**src/rtl/usrdemux_pkg.sv**
```systemverilog
// usrdemux_pkg
// Shared constants for the usrdemux slice: default data width, default
// per-output buffer depth, and the width of a 0..DEPTH occupancy count.
package usrdemux_pkg;

    localparam int WIDTH_DEFAULT = 64;
    localparam int DEPTH_DEFAULT = 2;

    // Occupancy counts must reach DEPTH itself, hence DEPTH+1 codes.
    localparam int COUNT_W_DEFAULT = $clog2(DEPTH_DEFAULT + 1);

    function automatic int count_width(input int depth);
        return $clog2(depth + 1);
    endfunction

    // Pointer width; a depth of 1 would give $clog2 == 0, so floor at 1.
    function automatic int ptr_width(input int depth);
        return (depth > 1) ? $clog2(depth) : 1;
    endfunction

endpackage

```
**src/rtl/usrdemux_fifo.sv**
```systemverilog
// usrdemux_fifo
// Single-clock FIFO of DEPTH entries feeding one demux output.
// Ports:
//   clk    - clock, rising edge
//   rst    - asynchronous active-high reset (clears count and pointers)
//   push   - write din this cycle (ignored when full)
//   pop    - remove the head entry this cycle (ignored when empty)
//   din    - write data
//   dout   - head entry, forced to 0 while the FIFO is empty
//   valid  - FIFO not empty
//   full   - count == DEPTH
//   count  - current occupancy, 0..DEPTH
module usrdemux_fifo
    import usrdemux_pkg::*;
#(
    parameter int WIDTH = WIDTH_DEFAULT,
    parameter int DEPTH = DEPTH_DEFAULT,
    localparam int CNT_W = count_width(DEPTH)
) (
    input  logic             clk,
    input  logic             rst,
    input  logic             push,
    input  logic             pop,
    input  logic [WIDTH-1:0] din,
    output logic [WIDTH-1:0] dout,
    output logic             valid,
    output logic             full,
    output logic [CNT_W-1:0] count
);

    localparam int PTR_W = ptr_width(DEPTH);
    localparam logic [PTR_W-1:0] LAST_PTR  = PTR_W'(DEPTH - 1);
    localparam logic [CNT_W-1:0] FULL_CNT  = CNT_W'(DEPTH);

    logic [WIDTH-1:0] mem [DEPTH];
    logic [PTR_W-1:0] wr_ptr_reg, rd_ptr_reg;
    logic [CNT_W-1:0] count_reg, count_next;
    logic             do_push, do_pop;

    assign valid   = (count_reg != '0);
    assign full    = (count_reg == FULL_CNT);
    assign count   = count_reg;
    assign do_push = push && !full;
    assign do_pop  = pop && valid;

    // The head must be visible in the same cycle it becomes valid, so the
    // read is a plain array index. Gating with valid keeps dout at 0 while
    // empty, including immediately after an asynchronous reset.
    assign dout = valid ? mem[rd_ptr_reg] : '0;

    // Pointers wrap modulo DEPTH, which need not be a power of two.
    function automatic logic [PTR_W-1:0] ptr_inc(input logic [PTR_W-1:0] p);
        return (p == LAST_PTR) ? '0 : p + 1'b1;
    endfunction

    always_comb begin
        count_next = count_reg;
        case ({do_push, do_pop})
            2'b10:   count_next = count_reg + 1'b1;
            2'b01:   count_next = count_reg - 1'b1;
            default: count_next = count_reg;
        endcase
    end

    always_ff @(posedge clk or posedge rst) begin
        if (rst) begin
            wr_ptr_reg <= '0;
            rd_ptr_reg <= '0;
            count_reg  <= '0;
        end else begin
            if (do_push)
                wr_ptr_reg <= ptr_inc(wr_ptr_reg);
            if (do_pop)
                rd_ptr_reg <= ptr_inc(rd_ptr_reg);
            count_reg <= count_next;
        end
    end

    // Storage carries no reset; stale contents are never visible because
    // dout is masked whenever the count is zero.
    always_ff @(posedge clk) begin
        if (do_push)
            mem[wr_ptr_reg] <= din;
    end

endmodule

```
**src/rtl/usrdemux.sv**
```systemverilog
// usrdemux
// 1-to-2 valid/ready demultiplexer with an independent FIFO per output.
// Ports:
//   clk, rst                      - clock and asynchronous active-high reset
//   usrdemux_sel                  - 1 routes the input beat to output 1, 0 to output 2
//   usrdemux_i_valid / _i_ready   - input handshake; ready reflects only the
//                                   selected buffer's fullness
//   usrdemux_i                    - input data
//   usrdemux_o1_valid/_o1_ready/usrdemux_o1 - output 1 handshake and data
//   usrdemux_o2_valid/_o2_ready/usrdemux_o2 - output 2 handshake and data
module usrdemux
    import usrdemux_pkg::*;
#(
    parameter int WIDTH = WIDTH_DEFAULT,
    parameter int DEPTH = DEPTH_DEFAULT   // legal range 2..16
) (
    input  logic             clk,
    input  logic             rst,
    input  logic             usrdemux_sel,
    input  logic             usrdemux_i_valid,
    output logic             usrdemux_i_ready,
    input  logic [WIDTH-1:0] usrdemux_i,
    output logic             usrdemux_o1_valid,
    input  logic             usrdemux_o1_ready,
    output logic [WIDTH-1:0] usrdemux_o1,
    output logic             usrdemux_o2_valid,
    input  logic             usrdemux_o2_ready,
    output logic [WIDTH-1:0] usrdemux_o2
);

    // Index 0 serves output 1, index 1 serves output 2.
    logic [1:0]       route, push, pop, valid, full, o_ready;
    logic [WIDTH-1:0] dout [2];

    assign route   = {~usrdemux_sel, usrdemux_sel};
    assign o_ready = {usrdemux_o2_ready, usrdemux_o1_ready};

    // Ready looks only at the buffer the current beat is steered to, so a
    // full output never stalls traffic bound for the other one. A pop on a
    // full buffer does not open it up in the same cycle.
    assign usrdemux_i_ready = usrdemux_sel ? ~full[0] : ~full[1];

    generate
        for (genvar gi = 0; gi < 2; gi++) begin : gen_out
            assign push[gi] = usrdemux_i_valid & usrdemux_i_ready & route[gi];
            assign pop[gi]  = valid[gi] & o_ready[gi];

            usrdemux_fifo #(
                .WIDTH (WIDTH),
                .DEPTH (DEPTH)
            ) u_fifo (
                .clk   (clk),
                .rst   (rst),
                .push  (push[gi]),
                .pop   (pop[gi]),
                .din   (usrdemux_i),
                .dout  (dout[gi]),
                .valid (valid[gi]),
                .full  (full[gi]),
                .count ()
            );
        end
    endgenerate

    assign usrdemux_o1_valid = valid[0];
    assign usrdemux_o2_valid = valid[1];
    assign usrdemux_o1       = dout[0];
    assign usrdemux_o2       = dout[1];

endmodule

```
**config.mk**
```make
export PLATFORM = sky130hd
export DESIGN_NAME = usrdemux
export DESIGN_NICKNAME = d
export VERILOG_FILES = /design/src/rtl/usrdemux_pkg.sv /design/src/rtl/usrdemux_fifo.sv /design/src/rtl/usrdemux.sv
export SDC_FILE = /design/constraint.sdc
export NUM_CORES = 1
export LEC_CHECK = 0
export ABC_AREA = 0
export CAP_MARGIN = 20
export CORE_MARGIN = 3
export CORE_UTILIZATION = 39
export DETAILED_ROUTE_END_ITERATION = 16
export PLACE_DENSITY = 0.63
export REMOVE_ABC_BUFFERS = 1
export SETUP_SLACK_MARGIN = 0.3
export SYNTH_ARGS = -nofsm -noshare
export SYNTH_HDL_FRONTEND = slang
export SYNTH_SLANG_ARGS = --single-unit
```
**constraint.sdc**
```tcl
create_clock -name clk -period 4.9 [get_ports clk]
set_clock_uncertainty 0.1 [all_clocks]
set_input_delay 1.47 -clock clk [delete_from_list [all_inputs] [get_ports clk]]
set_output_delay 1.47 -clock clk [all_outputs]
set_load 0.05 [all_outputs]
```
==> run_results.csv, run 1 <==
group,metric,value,unit
status,run_status,"completed",
logic_synthesis,ys_warn_count,0,
timing,timing.final.crit_share,0.8987,
timing,tightest_slew,0.8598,ns
timing,grt_setup_unrepaired,"false",
timing,timing_limited_maximum_frequency,227.1,MHz
final_layout,syn2layout_area_growth,30.57,%
global_routing,pin_count_of_the_biggest_net_entering_global_routing,66,
critical_path,worst_ep_required_time,3.33,ns
critical_path,timing_worst_setup_path_type,"reg -> out",
critical_path,crit_path_max_fanout,35,
routing,antenna_violation_net_count_after_detailed_routing,0,
critical_path,slowest_delay,0.71,ns
floorplanning,num_io_pins,201,
critical_path,reg2reg_setup_slack,2.35,ns
logic_synthesis,ys_seq_area_frac,0.7740,
global_routing,global_route.overflow_total,0,
critical_path,critical-path-top-delay-family,"buffers and inverters",
logic_synthesis,synth_commonest_cells,"edfxtp_1, nor2_1, mux2i_1",
routing,detailroute.via_count,5525,
critical_path,bufs_and_invs_on_worst_path,2,
routing,initialDrtViolationCount,316,
logic_synthesis,synth-main-ff-cell,"edfxtp_1",
critical_path,worst-endpoint-arrival,2.83,ns
logic_synthesis,synth_enable_flop_cells,256,
logic_synthesis,post_synth_inst_count,580,
routing,route.detailed.wl_per_inst,19.20,µm
timing,final_max_slew_viol_count,0,
final_layout,layout-drive-gt1-share,0.06939,
cts,numCtsBuffers,27,
logic_synthesis,synth_cell_types,18,
floorplanning,die_outline_area,28110,µm²
routing,drtPass1Iterations,4,
floorplanning,design.core.area,25400,µm²
place,gp_congestion,0.7134,
final_layout,diodes,0,
logic_synthesis,netlist_top_cells_area,"edfxtp_1, mux2i_1, nor2_1",
critical_path,critPathCaptureType,"primary output",
logic_synthesis,yosys.cell_count.top_type,"edfxtp_1",
logic_synthesis,postSynthRegisterBits,264,
critical_path,critical-path-slowest-cell,"clkdlybuf4s50_1",
timing,setup_viol,0,
logic_synthesis,netlist.area_leader.share,0.7543,
cts,clockRootBuffer,"clkbuf_16",
hold_path,type_of_the_worst_min_delay_path,"reg -> reg",
global_routing,number_of_antenna_violations_at_the_first_check_in_global_routing,0,
routing,route.detailed.vias_per_inst,4.859,
floorplanning,die_height,167.7,µm
cts,tritoncts_clock_tree,"yes",
critical_path,crit_path_cell_trace,"nor2_4 -> buf_12 -> nor2_1 -> clkdlybuf4s50_1",
logic_synthesis,most_area_hungry_cell_type_in_the_yosys_netlist,"edfxtp_1",
place,numPortBuffers,200,
cts,cts_post_setup_buffers_inserted,0,
floorplanning,placementRows,58,
timing,slew-limit-headroom,0.4255,
cts,clock_tree.htree_level_count,1,
global_routing,grt_pass1_vias,6028,
logic_synthesis,async_set_or_reset_register_ratio_after_synthesis,0.03030,
floorplanning,chipWidth,167.7,µm
logic_synthesis,synth_area,10190,µm²
final_layout,largest_register_ffs,256,
critical_path,crit_path_start_kind,"flop",
run,max_cap_violations,0,
cts,cts_max_path_buffers,3,
global_routing,global_route.usage.total,0.1514,
routing,total_detailed_routing_wirelength,21840,µm
final_layout,number_of_nets_in_the_final_layout,863,
logic_synthesis,syn_area_cell,17.57,µm²
routing,remaining_drc_errors,0,
timing,post_route_setup_tns,0,ns
final_layout,fillerInstances,2097,
timing,hold_violations,0,
global_routing,grt_pass1_wl,33870,µm
floorplanning,initial_utilization,0.4012,
cts,tritoncts_num_sinks,264,
cts,path_clk_slew,0.06,ns
cts,clkLatencyLatePin,0.51,ns
timing,fin_crit,4.403,ns
place,dpl.hpwl,12810,µm
## kinds of logic (layout without fill, tap and decap cells)
family	Yosys count	after routing	synth area share
buffers and inverters	33	260	0.03278
AND/OR/NAND/NOR	142	142	0.05537
multiplexers	129	129	0.1268
XOR/XNOR	10	10	0.008594
adder cells (fa/ha/maj)	2	2	0.002455
flip-flops	264	264	0.7740
## path summary, 6_finish.rpt
kind                                              start                            to  depth (start not counted)
max                          gen_out[1].u_fifo.count[0]               usrdemux_o2[33]                          4
min                        gen_out[1].u_fifo.wr_ptr_reg  gen_out[1].u_fifo.wr_ptr_reg                          1
max reg2reg                  gen_out[0].u_fifo.count[1]    gen_out[0].u_fifo.count[1]                          7
min reg2reg                gen_out[1].u_fifo.wr_ptr_reg  gen_out[1].u_fifo.wr_ptr_reg                          1
max in group asynchronous                           rst  gen_out[1].u_fifo.rd_ptr_reg                          2
min in group asynchronous                           rst  gen_out[0].u_fifo.rd_ptr_reg                          2
## worst register-to-register path, stage by stage, from the launching register on
cell and delay, ns:
dfrtp_1 0.43, nor2_4 0.66, buf_12 0.34, inv_1 0.12
and2_1 0.19, ha_1 0.31, nor2_1 0.15, xor2_1 0.17
## final cells by class
cell class	instances	area [µm²]	share of cell area
Clock inverter	9	67.56	0.005078
Sequential cell	264	7895	0.5933
Inverter	5	18.77	0.001410
Multi-Input combinational cell	283	2009	0.1510
Tap cell	330	412.9	0.03103
Timing Repair Buffer	210	2163	0.1626
Clock buffer	36	739.5	0.05557
## what timing repair did
item | in CTS | in global routing
setup endpoints to repair | 1 | 0
hold buffers | 0 | 0
resized for setup | 1 | 0
## layout by cell type (no fill, tap or decap), drive strengths merged
cell type	n
nor2	136
xor2	4
mux2	1
dfrtp	8
nand3	1
clkbuf	36
edfxtp	256
nand2b	2
nand3b	1
mux2i	128
bufinv	1
xnor2	6
clkdlybuf4s50	199
clkinv	8
dlygate4sd2	1
and2	2
buf	10
ha	2
inv	5
## layer usage
metal,wire (µm),track usage,up-vias
li1,-,-,2563
met1,8887,0.1925,2746
met2,10870,0.2603,182
met3,1646,0.03848,34
met4,430,0.03984,0
met5,0,0,-
## stage by stage
| stage | cell area (µm²) | util | setup slack (ns) | cells | hold WS [ns] |
|---|---|---|---|---|---|
| 3_5_place_dp | 12500 | 0.4922 | 0.2901 | 1092 | 0.4455 |
| 4_1_cts | 13310 | 0.5239 | 0.4327 | 1137 | 0.4563 |
| 3_3_place_gp | 12500 | 0.4922 | 0.3012 | 1092 | 0.4336 |
| 2_1_floorplan | 9876 | - | -0.08866 | 552 | 0.3676 |
| 5_1_grt | 13310 | 0.5239 | 0.3500 | 1137 | 0.4696 |
| 6_report | 13310 | 0.5239 | 0.4966 | 1137 | 0.4543 |
Power of run 1 is not shown: default switching activity piles up to over one toggle a cycle in this logic, so the estimate is an artifact.
==> inputs of run 2 (changes only) <==
HOLD_SLACK_MARGIN = 0.06   (was default)
==> results of run 2 <==
Same layout as run 1: the final DEF is identical, and so are final timing and power.
Power of run 2 is left out for the same reason.
